$ cat src/rtl/mux3_pkg.sv
// ============================================================================
// mux3_pkg : shared select codes, FSM states and default widths for the
//            three-way round-robin byte scheduler.
// Revision : 1.0
// ============================================================================
`default_nettype none

package mux3_pkg;

   localparam int DATA_W_DEF = 8;
   localparam int OUT_W_DEF  = 16;
   localparam int CNT_W_DEF  = 16;

   localparam logic [1:0] SEL_NONE = 2'b00;
   localparam logic [1:0] SEL_A    = 2'b01;
   localparam logic [1:0] SEL_B    = 2'b10;
   localparam logic [1:0] SEL_C    = 2'b11;

   typedef enum logic {
      ST_IDLE = 1'b0,
      ST_HOLD = 1'b1
   } state_e;

   // Requester index 0..2 (A..C) to its external select code.
   function automatic logic [1:0] idx_to_sel(input logic [1:0] idx);
      logic [1:0] sel;
      case (idx)
         2'd0:    sel = SEL_A;
         2'd1:    sel = SEL_B;
         2'd2:    sel = SEL_C;
         default: sel = SEL_NONE;
      endcase
      return sel;
   endfunction

endpackage

`default_nettype wire

$ cat src/rtl/rr_pick3.sv
// ============================================================================
// rr_pick3 : combinational round-robin pick among three requesters, searching
//            from the requester after `last` in the order A -> B -> C -> A.
// Revision : 1.0
// ============================================================================
`default_nettype none

module rr_pick3
   import mux3_pkg::*;
(
   input  logic [2:0] req,
   input  logic [1:0] last,
   output logic [1:0] win_sel,
   output logic [2:0] win_oh
);

   logic [1:0] start_idx;
   logic [1:0] cand_idx;
   logic       found;

   // A SEL_NONE pointer is treated like C so A is searched first.
   always_comb begin
      case (last)
         SEL_A:   start_idx = 2'd1;
         SEL_B:   start_idx = 2'd2;
         default: start_idx = 2'd0;
      endcase
   end

   always_comb begin
      win_sel  = SEL_NONE;
      win_oh   = 3'b000;
      found    = 1'b0;
      cand_idx = start_idx;
      for (int k = 0; k < 3; k++) begin
         if (!found && req[cand_idx]) begin
            found   = 1'b1;
            win_sel = idx_to_sel(cand_idx);
            win_oh  = 3'b001 << cand_idx;
         end
         cand_idx = (cand_idx == 2'd2) ? 2'd0 : cand_idx + 2'd1;
      end
   end

endmodule

`default_nettype wire

$ cat src/rtl/mux3_rr_sched.sv
// ============================================================================
// mux3_rr_sched : round-robin scheduler sharing a three-input byte mux; the
//                 chosen byte is captured zero-extended and offered on a
//                 valid/ready interface.
// Revision : 1.0
// ============================================================================
`default_nettype none

module mux3_rr_sched
   import mux3_pkg::*;
#(
   parameter int DATA_W = DATA_W_DEF,
   parameter int OUT_W  = OUT_W_DEF,
   parameter int CNT_W  = CNT_W_DEF
) (
   input  logic              clk,
   input  logic              rst,
   input  logic [2:0]        req,
   input  logic [DATA_W-1:0] in_A,
   input  logic [DATA_W-1:0] in_B,
   input  logic [DATA_W-1:0] in_C,
   input  logic              out_ready,
   output logic [2:0]        grant,
   output logic [1:0]        select,
   output logic [OUT_W-1:0]  out_data,
   output logic              out_valid,
   output logic              busy,
   output logic [CNT_W-1:0]  xfer_count
);

   state_e            state_q, state_d;
   logic [1:0]        sel_q, sel_d;
   logic [1:0]        last_q, last_d;
   logic [2:0]        grant_q, grant_d;
   logic [OUT_W-1:0]  data_q, data_d;
   logic              valid_q, valid_d;
   logic              busy_q, busy_d;
   logic [CNT_W-1:0]  cnt_q, cnt_d;

   logic [1:0]        win_sel;
   logic [2:0]        win_oh;
   logic [DATA_W-1:0] win_byte;

   rr_pick3 u_pick (
      .req     (req),
      .last    (last_q),
      .win_sel (win_sel),
      .win_oh  (win_oh)
   );

   always_comb begin
      case (win_sel)
         SEL_A:   win_byte = in_A;
         SEL_B:   win_byte = in_B;
         SEL_C:   win_byte = in_C;
         default: win_byte = '0;
      endcase
   end

   always_comb begin
      state_d = state_q;
      sel_d   = sel_q;
      last_d  = last_q;
      grant_d = 3'b000;
      data_d  = data_q;
      valid_d = valid_q;
      busy_d  = busy_q;
      cnt_d   = cnt_q;
      case (state_q)
         ST_IDLE: begin
            if (req != 3'b000) begin
               data_d  = OUT_W'(win_byte);
               sel_d   = win_sel;
               grant_d = win_oh;
               valid_d = 1'b1;
               busy_d  = 1'b1;
               state_d = ST_HOLD;
            end else begin
               sel_d = SEL_NONE;
            end
         end
         ST_HOLD: begin
            // The pointer advances only once the consumer has taken the word.
            if (valid_q && out_ready) begin
               valid_d = 1'b0;
               busy_d  = 1'b0;
               sel_d   = SEL_NONE;
               last_d  = sel_q;
               cnt_d   = cnt_q + 1'b1;
               state_d = ST_IDLE;
            end
         end
         default: state_d = ST_IDLE;
      endcase
   end

   always_ff @(posedge clk) begin
      if (rst) begin
         state_q <= ST_IDLE;
         sel_q   <= SEL_NONE;
         last_q  <= SEL_C;
         grant_q <= 3'b000;
         data_q  <= '0;
         valid_q <= 1'b0;
         busy_q  <= 1'b0;
         cnt_q   <= '0;
      end else begin
         state_q <= state_d;
         sel_q   <= sel_d;
         last_q  <= last_d;
         grant_q <= grant_d;
         data_q  <= data_d;
         valid_q <= valid_d;
         busy_q  <= busy_d;
         cnt_q   <= cnt_d;
      end
   end

   assign grant      = grant_q;
   assign select     = sel_q;
   assign out_data   = data_q;
   assign out_valid  = valid_q;
   assign busy       = busy_q;
   assign xfer_count = cnt_q;

endmodule

`default_nettype wire

$ cat config.mk
export PLATFORM = sky130hd
export DESIGN_NAME = mux3_rr_sched
export DESIGN_NICKNAME = d
export VERILOG_FILES = /design/src/rtl/mux3_pkg.sv /design/src/rtl/rr_pick3.sv /design/src/rtl/mux3_rr_sched.sv
export SDC_FILE = /design/constraint.sdc
export NUM_CORES = 1
export LEC_CHECK = 0
export ABC_AREA = 1
export BUFFER_PORTS_ARGS = -buffer_cell sky130_fd_sc_hd__buf_2
export CORE_MARGIN = 2
export CORE_UTILIZATION = 30
export CTS_CLUSTER_SIZE = 24
export DETAILED_ROUTE_END_ITERATION = 8
export PLACE_DENSITY = 0.59
export SLEW_MARGIN = 25
export SYNTH_ARGS = -nofsm -noshare
export SYNTH_HDL_FRONTEND = slang
export SYNTH_SLANG_ARGS = --single-unit
$ cat constraint.sdc
create_clock -name clk -period 1.9 [get_ports clk]
set_clock_uncertainty 0.05 [all_clocks]
set_input_delay 0.285 -clock clk [delete_from_list [all_inputs] [get_ports clk]]
set_output_delay 0.285 -clock clk [all_outputs]
set_load 0.02 [all_outputs]
==> Word-level counts from Yosys, hierarchy flattened <==
Cells that the tools add are included.
{ "classes": {"addsub": 3, "n_lt_le_gt_ge": 3, "n_eq_ne": 13, "n_shift": 3, "n_mux": 30, "bitwise": 2, "n_reduce_logical": 13} }
{ "op_table": {"columns": ["operator", "n"], "rows": [
  ["$pmux 8 s3", 1],
  ["$pmux 2 s3", 3],
  ["$add 16x1->16 const B", 1],
  ["$mux 2", 7],
  ["$eq 2x2->1 const B", 6],
  ["$eq 2x1->1 const B", 5],
  ["$lt 2x3->1 const B", 3],
  ["$mux 1", 9],
  ["$mux 3", 3],
  ["$shl 1x2->3 const A", 3],
  ["$pmux 2 s2", 2],
  ["$bmux 1 s2", 3],
  ["$logic_not 2->1", 3],
  ["$reduce_and 2->1", 3],
  ["$add 2x1->2 const B", 2],
  ["$pmux 1 s2", 2],
  ["$logic_and 1x1->1", 3],
  ["$reduce_bool 3->1", 1],
  ["$reduce_or 3->1", 1],
  ["$logic_not 1->1", 2],
  ["$ne 2x1->1 const B", 1],
  ["$ne 2x2->1 const B", 1],
  ["$not 1->1", 2]
]} }
{ "totals": {"reg_bits": 33, "in_bits": 30, "output_inout_bits": 39, "wordCells": 74} }

==> Longest topological paths before layout <==
{ "depth": {"depth_word": 13, "ltp_mapped": 16, "mapped_depth_nobuf": 16} }

==> Cells and area by module <==
Synthesis repeated with hierarchy kept, for this count alone.
{ "unflattened": {"hier_cells": 304, "area_unflattened_um2": 1985.7} }
{ "by_module_without_submodules": {"columns": ["module", "instances", "cells_each", "area_per_inst_um2", "seq_area_each_um2"], "rows": [
  ["mux3_rr_sched", 1, 244, 1657.8, 660.6],
  ["rr_pick3", 1, 60, 327.8, 0.0]
]} }

==> Worst setup path after synthesis <==
OpenSTA, ideal clock, no wires.
{ "synth_path": {"path_kind": "register to register", "start": "register last_q[0]", "end": "register data_q[3], in the netlist out_data[3]", "arrival_ns": 1.806, "required_time_ns": 1.714, "path_slack_ns": -0.092, "path_stages_with_launch": 17, "path_buffers": 1, "synth_period_minus_slack_ns": 1.992, "path_cell_list": "dfxtp_1 -> inv_1 -> ha_1 -> inv_2 -> nand2_2 -> nand3_2 -> nand2_2 -> nand3_4 -> inv_2 -> nand2_2 -> nand2_4 -> inv_6 -> buf_12 -> nand3_2 -> nand3_2 -> nand2_2 -> a21oi_2"} }
{ "synth_between": {"elab_chain_len": 13, "word_cells_on_any_way": 38} }
{ "synth_lines": {"columns": ["item", "line_no", "rtl"], "rows": [
  ["start, declared", "mux3_rr_sched.sv:33", "logic [1:0] last_q, last_d;"],
  ["start signal, assigned", "mux3_rr_sched.sv:110", "last_q <= last_d;"],
  ["$eq 2x2->1 / $eq 2x1->1 (equally long branches)", "rr_pick3.sv:23", "case (last)"],
  ["$pmux 2 s2 *", "rr_pick3.sv:23", null],
  ["parallel branches: the longest is 8 deep, another holds $add 2x1->2", null, null],
  ["$mux 2 *", "rr_pick3.sv:36", "if (!found && req[cand_idx]) begin"],
  ["$eq 2x2->1 / $eq 2x1->1 (equally long branches)", "mux3_rr_sched.sv:52", "case (win_sel)"],
  ["$pmux 8 s3 *", "mux3_rr_sched.sv:52", null],
  ["end signal, assigned", "mux3_rr_sched.sv:112", "data_q <= data_d;"],
  ["end, declared", "mux3_rr_sched.sv:35", "logic [OUT_W-1:0] data_q, data_d;"]
]} }
Mark *: on every way between the ends. The select of a mux whose other input is x is not followed.
A chain may end at the register's enable or synchronous reset.

==> Worst setup path after layout <==
{ "layout_path": {"start": "register last_q[0]", "end": "register data_q[4], in the netlist out_data[4]"} }
Same word-level chain as after synthesis.

==> impl_metrics.env <==
export IMPL_synthMostInstantiatedCell="sky130_fd_sc_hd__nand2_1"
export IMPL_floorplan_initialDensity_pct=30.7
export IMPL_cell_taking_the_most_area_after_synthesis="sky130_fd_sc_hd__dfxtp_1"
export IMPL_post_dp_cell_area_um2=2580
export IMPL_failed_checks="setup timing"
export IMPL_fillerInstances=685
export IMPL_ys_dominant_reg_cell="sky130_fd_sc_hd__dfxtp_1"
export IMPL_routed_wirelength_um=5290
export IMPL_cell_area_after_technology_mapping_um2=2070
export IMPL_routed_wl_met2_um=2490
export IMPL_synth_area_leaders="sky130_fd_sc_hd__dfxtp_1 (32%), sky130_fd_sc_hd__nand3_2 (11%), sky130_fd_sc_hd__nand2_1 (6.7%)"
export IMPL_max_cap_viol_count=0
export IMPL_cts_htree_levels=2
export IMPL_cts_root_to_sink_buffers=2
export IMPL_gr_total_overflow=0
export IMPL_wire_per_inst_um=12.2
export IMPL_rsz0062_at_grt="true"
export IMPL_power_share_clock_pct=32.0
export IMPL_multi_input_gate_area_in_the_final_layout_um2=1310
export IMPL_final_area_um2=2910
export IMPL_pwr_share_seq_pct=35.3
export IMPL_synth_top_cell_area_share_pct=31.9
export IMPL_crit_end="out_data[4]$_SDFFE_PP0P_"
export IMPL_met3_length_um=299
export IMPL_cts_sink_cnt=33
export IMPL_critical_path_reg2reg_startpoint="last_q[0]$_SDFFE_PP1P_"
export IMPL_power_switching_mw=0.703
export IMPL_launch_point_of_the_critical_path="last_q[0]$_SDFFE_PP1P_"
export IMPL_numPortBuffers=60
export IMPL_synthesis_yosys_warnings=0
export IMPL_largest_net_degree_at_the_start_of_global_routing=18
export IMPL_grt_antenna_before_repair=0
export IMPL_gp_routability_congestion=0.822
export IMPL_yosys_cell_types_count=37
export IMPL_max_freq_ghz=0.509
export IMPL_synthesized_flop_and_latch_total=33
export IMPL_timing_final_crit_period_ps=1960
export IMPL_async_flop_share_pct=0
export IMPL_syn_inst=267
export IMPL_top_signal_layer_used="met4"
export IMPL_drtPass1Iterations=4
export IMPL_dieHeight_um=87.1
export IMPL_finalSetupViolations=8
export IMPL_internal_power_mw=1.44
export IMPL_power_share_combinational_pct=32.7
export IMPL_pins_over_slew_limit=0
export IMPL_clkLatencyLatePin_ps=280
export IMPL_timing_reg2reg_worst_path_depth=14
export IMPL_core_area_um2=6760
export IMPL_grt_use_total_pct=13.7
export IMPL_final_period_utilization_pct=103
export IMPL_netSwitchingFraction_pct=32.8
export IMPL_antennaDiodeCount=0
export IMPL_ios=69
export IMPL_grt_pass1_vias=1870
export IMPL_ff2ff_setup_slack_ps=-60
export IMPL_rows=30
export IMPL_grt_pass1_wl_um=8320
export IMPL_tritoncts="yes"
export IMPL_cts_hold_repair_buffers=0
export IMPL_worst_endpoint_arrival_ps=2090
export IMPL_p_per_area_nw_per_um2=738
export IMPL_final_setup_worst_slack_ps=-63.1
export IMPL_worst_setup_hold_path_clk_slew_ps=70
export IMPL_route_detailed_drc=0
export IMPL_synth_enable_flop_cells=0
export IMPL_status="finished with violations"
export IMPL_synth_area_per_cell_um2=7.76
export IMPL_power_ir_vdd_worst_mv=0.323
export IMPL_met1_length_um=2430
export IMPL_r2r_end="out_data[4]$_SDFFE_PP0P_"
export IMPL_nature_of_the_critical_path_endpoint="flop"
export IMPL_floorplan_die_width_um=87.1
export IMPL_cp_data_required_time_ps=2020
export IMPL_drive_gt1_share_pct=50.1
export IMPL_setup_worst_path_class="flop to flop"
export IMPL_nets=389
export IMPL_hold_class="input port to flop"
export IMPL_cts_root_buf="sky130_fd_sc_hd__clkbuf_8"
export IMPL_vias_per_cell=4.75
export IMPL_layout_area_seq_um2=674
export IMPL_synth_seq_area_share_pct=31.9
export IMPL_post_synth_most_frequent_cells="sky130_fd_sc_hd__nand2_1 (37), sky130_fd_sc_hd__dfxtp_1 (33), sky130_fd_sc_hd__inv_1 (27)"
export IMPL_numCtsBuffers=5
export IMPL_timing_final_hold_violations=0
export IMPL_fp_dieArea_um2=7590
export IMPL_first_iter_violations=124
export IMPL_area_growth_pct=40.1
export IMPL_vias=2066
export IMPL_crit_path_max_fanout=6
export IMPL_final_hold_worst_slack_ps=291
export IMPL_cp_start_kind="flop"
export IMPL_dp_hpwl_um=4040
export IMPL_final_antenna_net_count=0
export IMPL_finalPower_mw=2.14
export IMPL_cellLeakagePower_nw=1.31
## metrics by stage
stage / util, % / worst slack [ps] / cells / setup TNS (ps)
2_1_floorplan: - / 13.8 / 274 / 0
3_3_place_gp: 38.2 / -118 / 422 / -829
3_5_place_dp: 38.2 / -121 / 422 / -892
4_1_cts: 40.3 / -48.0 / 430 / -326
5_1_grt: 43.0 / -169 / 435 / -1420
6_report: 43.0 / -63.1 / 435 / -263
## metal layers
metal,vias to the layer above,global-route usage [%]
li1,1050,-
met1,941,18.4
met2,68,22.2
met3,7,2.27
met4,0,4.62
met5,-,0
## final cells by class
cell class | count | area share, %
Timing Repair inverter | 1 | 0.388
Tap cell | 80 | 3.45
Sequential cell | 33 | 23.2
Clock buffer | 7 | 2.97
Timing Repair Buffer | 84 | 18.0
Clock inverter | 1 | 1.03
Multi-Input combinational cell | 193 | 45.0
Inverter | 36 | 5.86
## worst min path at each step
stage	endpoint	depth (start not counted)	start	slack (ps)
after floorplan	xfer_count[0]$_SDFFE_PP0P_	2	rst	390
after global placement	out_data[6]$_SDFFE_PP0P_	2	out_data[6]$_SDFFE_PP0P_	420
after detailed placement	out_data[3]$_SDFFE_PP0P_	2	out_data[3]$_SDFFE_PP0P_	420
after CTS	state_q$_SDFF_PP0_	2	rst	290
after global routing	state_q$_SDFF_PP0_	2	rst	300
final	state_q$_SDFF_PP0_	2	rst	290
## registers in the layout, summed over array words and instances, names as in the netlist
register    flops
grant           3
last_q          2
busy            1
out_data        8
select          2
state_q         1
xfer_count     16
## cell families (layout without fill, tap and decap cells)
logic type | Yosys count | after routing | synth area share (%)
other cells | 1 | 8 | 0.181
compound gates | 43 | 43 | 12.5
simple gates | 134 | 135 | 39.5
xor+xnor | 2 | 2 | 0.845
buf+inv | 49 | 129 | 12.1
flops | 33 | 33 | 31.9
fa+ha+maj | 5 | 5 | 3.02
## cells in the final DEF, fill, tap and decap left out, types with 2 or more instances in the layout
master / netlist / routed
sky130_fd_sc_hd__buf_2: 0 / 60
sky130_fd_sc_hd__nand2_1: 37 / 31
sky130_fd_sc_hd__dfxtp_1: 33 / 28
sky130_fd_sc_hd__nand3_2: 22 / 24
sky130_fd_sc_hd__inv_1: 27 / 23
sky130_fd_sc_hd__nand2_2: 14 / 18
sky130_fd_sc_hd__a21oi_1: 17 / 17
sky130_fd_sc_hd__buf_4: 9 / 17
sky130_fd_sc_hd__nand3_1: 18 / 16
sky130_fd_sc_hd__nor2_1: 16 / 15
sky130_fd_sc_hd__o21ai_0: 11 / 10
sky130_fd_sc_hd__nand4_1: 9 / 9
sky130_fd_sc_hd__a21oi_2: 8 / 8
sky130_fd_sc_hd__conb_1: 1 / 8
sky130_fd_sc_hd__inv_2: 6 / 7
sky130_fd_sc_hd__clkbuf_8: 0 / 6
sky130_fd_sc_hd__nor3_1: 5 / 5
sky130_fd_sc_hd__buf_6: 1 / 5
sky130_fd_sc_hd__nand2_8: 1 / 4
sky130_fd_sc_hd__nand2_4: 3 / 3
sky130_fd_sc_hd__nor2_2: 3 / 3
sky130_fd_sc_hd__a31oi_1: 3 / 3
sky130_fd_sc_hd__ha_1: 5 / 3
sky130_fd_sc_hd__dfxtp_4: 0 / 3
sky130_fd_sc_hd__inv_4: 0 / 2
sky130_fd_sc_hd__clkinv_8: 0 / 2
sky130_fd_sc_hd__nor2_4: 1 / 2
sky130_fd_sc_hd__xor2_1: 2 / 2
sky130_fd_sc_hd__ha_4: 0 / 2
sky130_fd_sc_hd__dfxtp_2: 0 / 2
sky130_fd_sc_hd__buf_12: 1 / 2
## critical path, stage by stage (launching register included)
cell and delay [ps]:
sky130_fd_sc_hd__dfxtp_4 380, sky130_fd_sc_hd__inv_4 40, sky130_fd_sc_hd__ha_4 310, sky130_fd_sc_hd__inv_6 50, sky130_fd_sc_hd__nand2_2 50, sky130_fd_sc_hd__nand3_2 60
sky130_fd_sc_hd__nand2_2 80, sky130_fd_sc_hd__nand3_4 110, sky130_fd_sc_hd__nor2_2 150, sky130_fd_sc_hd__inv_4 90, sky130_fd_sc_hd__buf_4 150, sky130_fd_sc_hd__nand4_1 100
sky130_fd_sc_hd__nand3_2 110, sky130_fd_sc_hd__nand2_2 70, sky130_fd_sc_hd__a21oi_2 40
## what timing repair did
action | CTS | global route
setup buffers | 0 | 3
gates cloned | 0 | 2
endpoints found under the hold margin | 0 | 0
endpoints found under the setup margin | 11 | 15
pin swaps | 0 | 16
resized for setup | 8 | 34
## power by group through the flow
stage / sequential (mW) / clock (mW) / combinational [mW]
detailed placement: 0.774 / 0 / 0.601
global placement: 0.775 / 0 / 0.595
floorplan: 0.810 / 0 / 0.394
global route: 0.763 / 0.732 / 0.764
finish: 0.758 / 0.685 / 0.701
CTS: 0.760 / 0.709 / 0.612
Note: power is estimated with default switching activity, not from simulation.
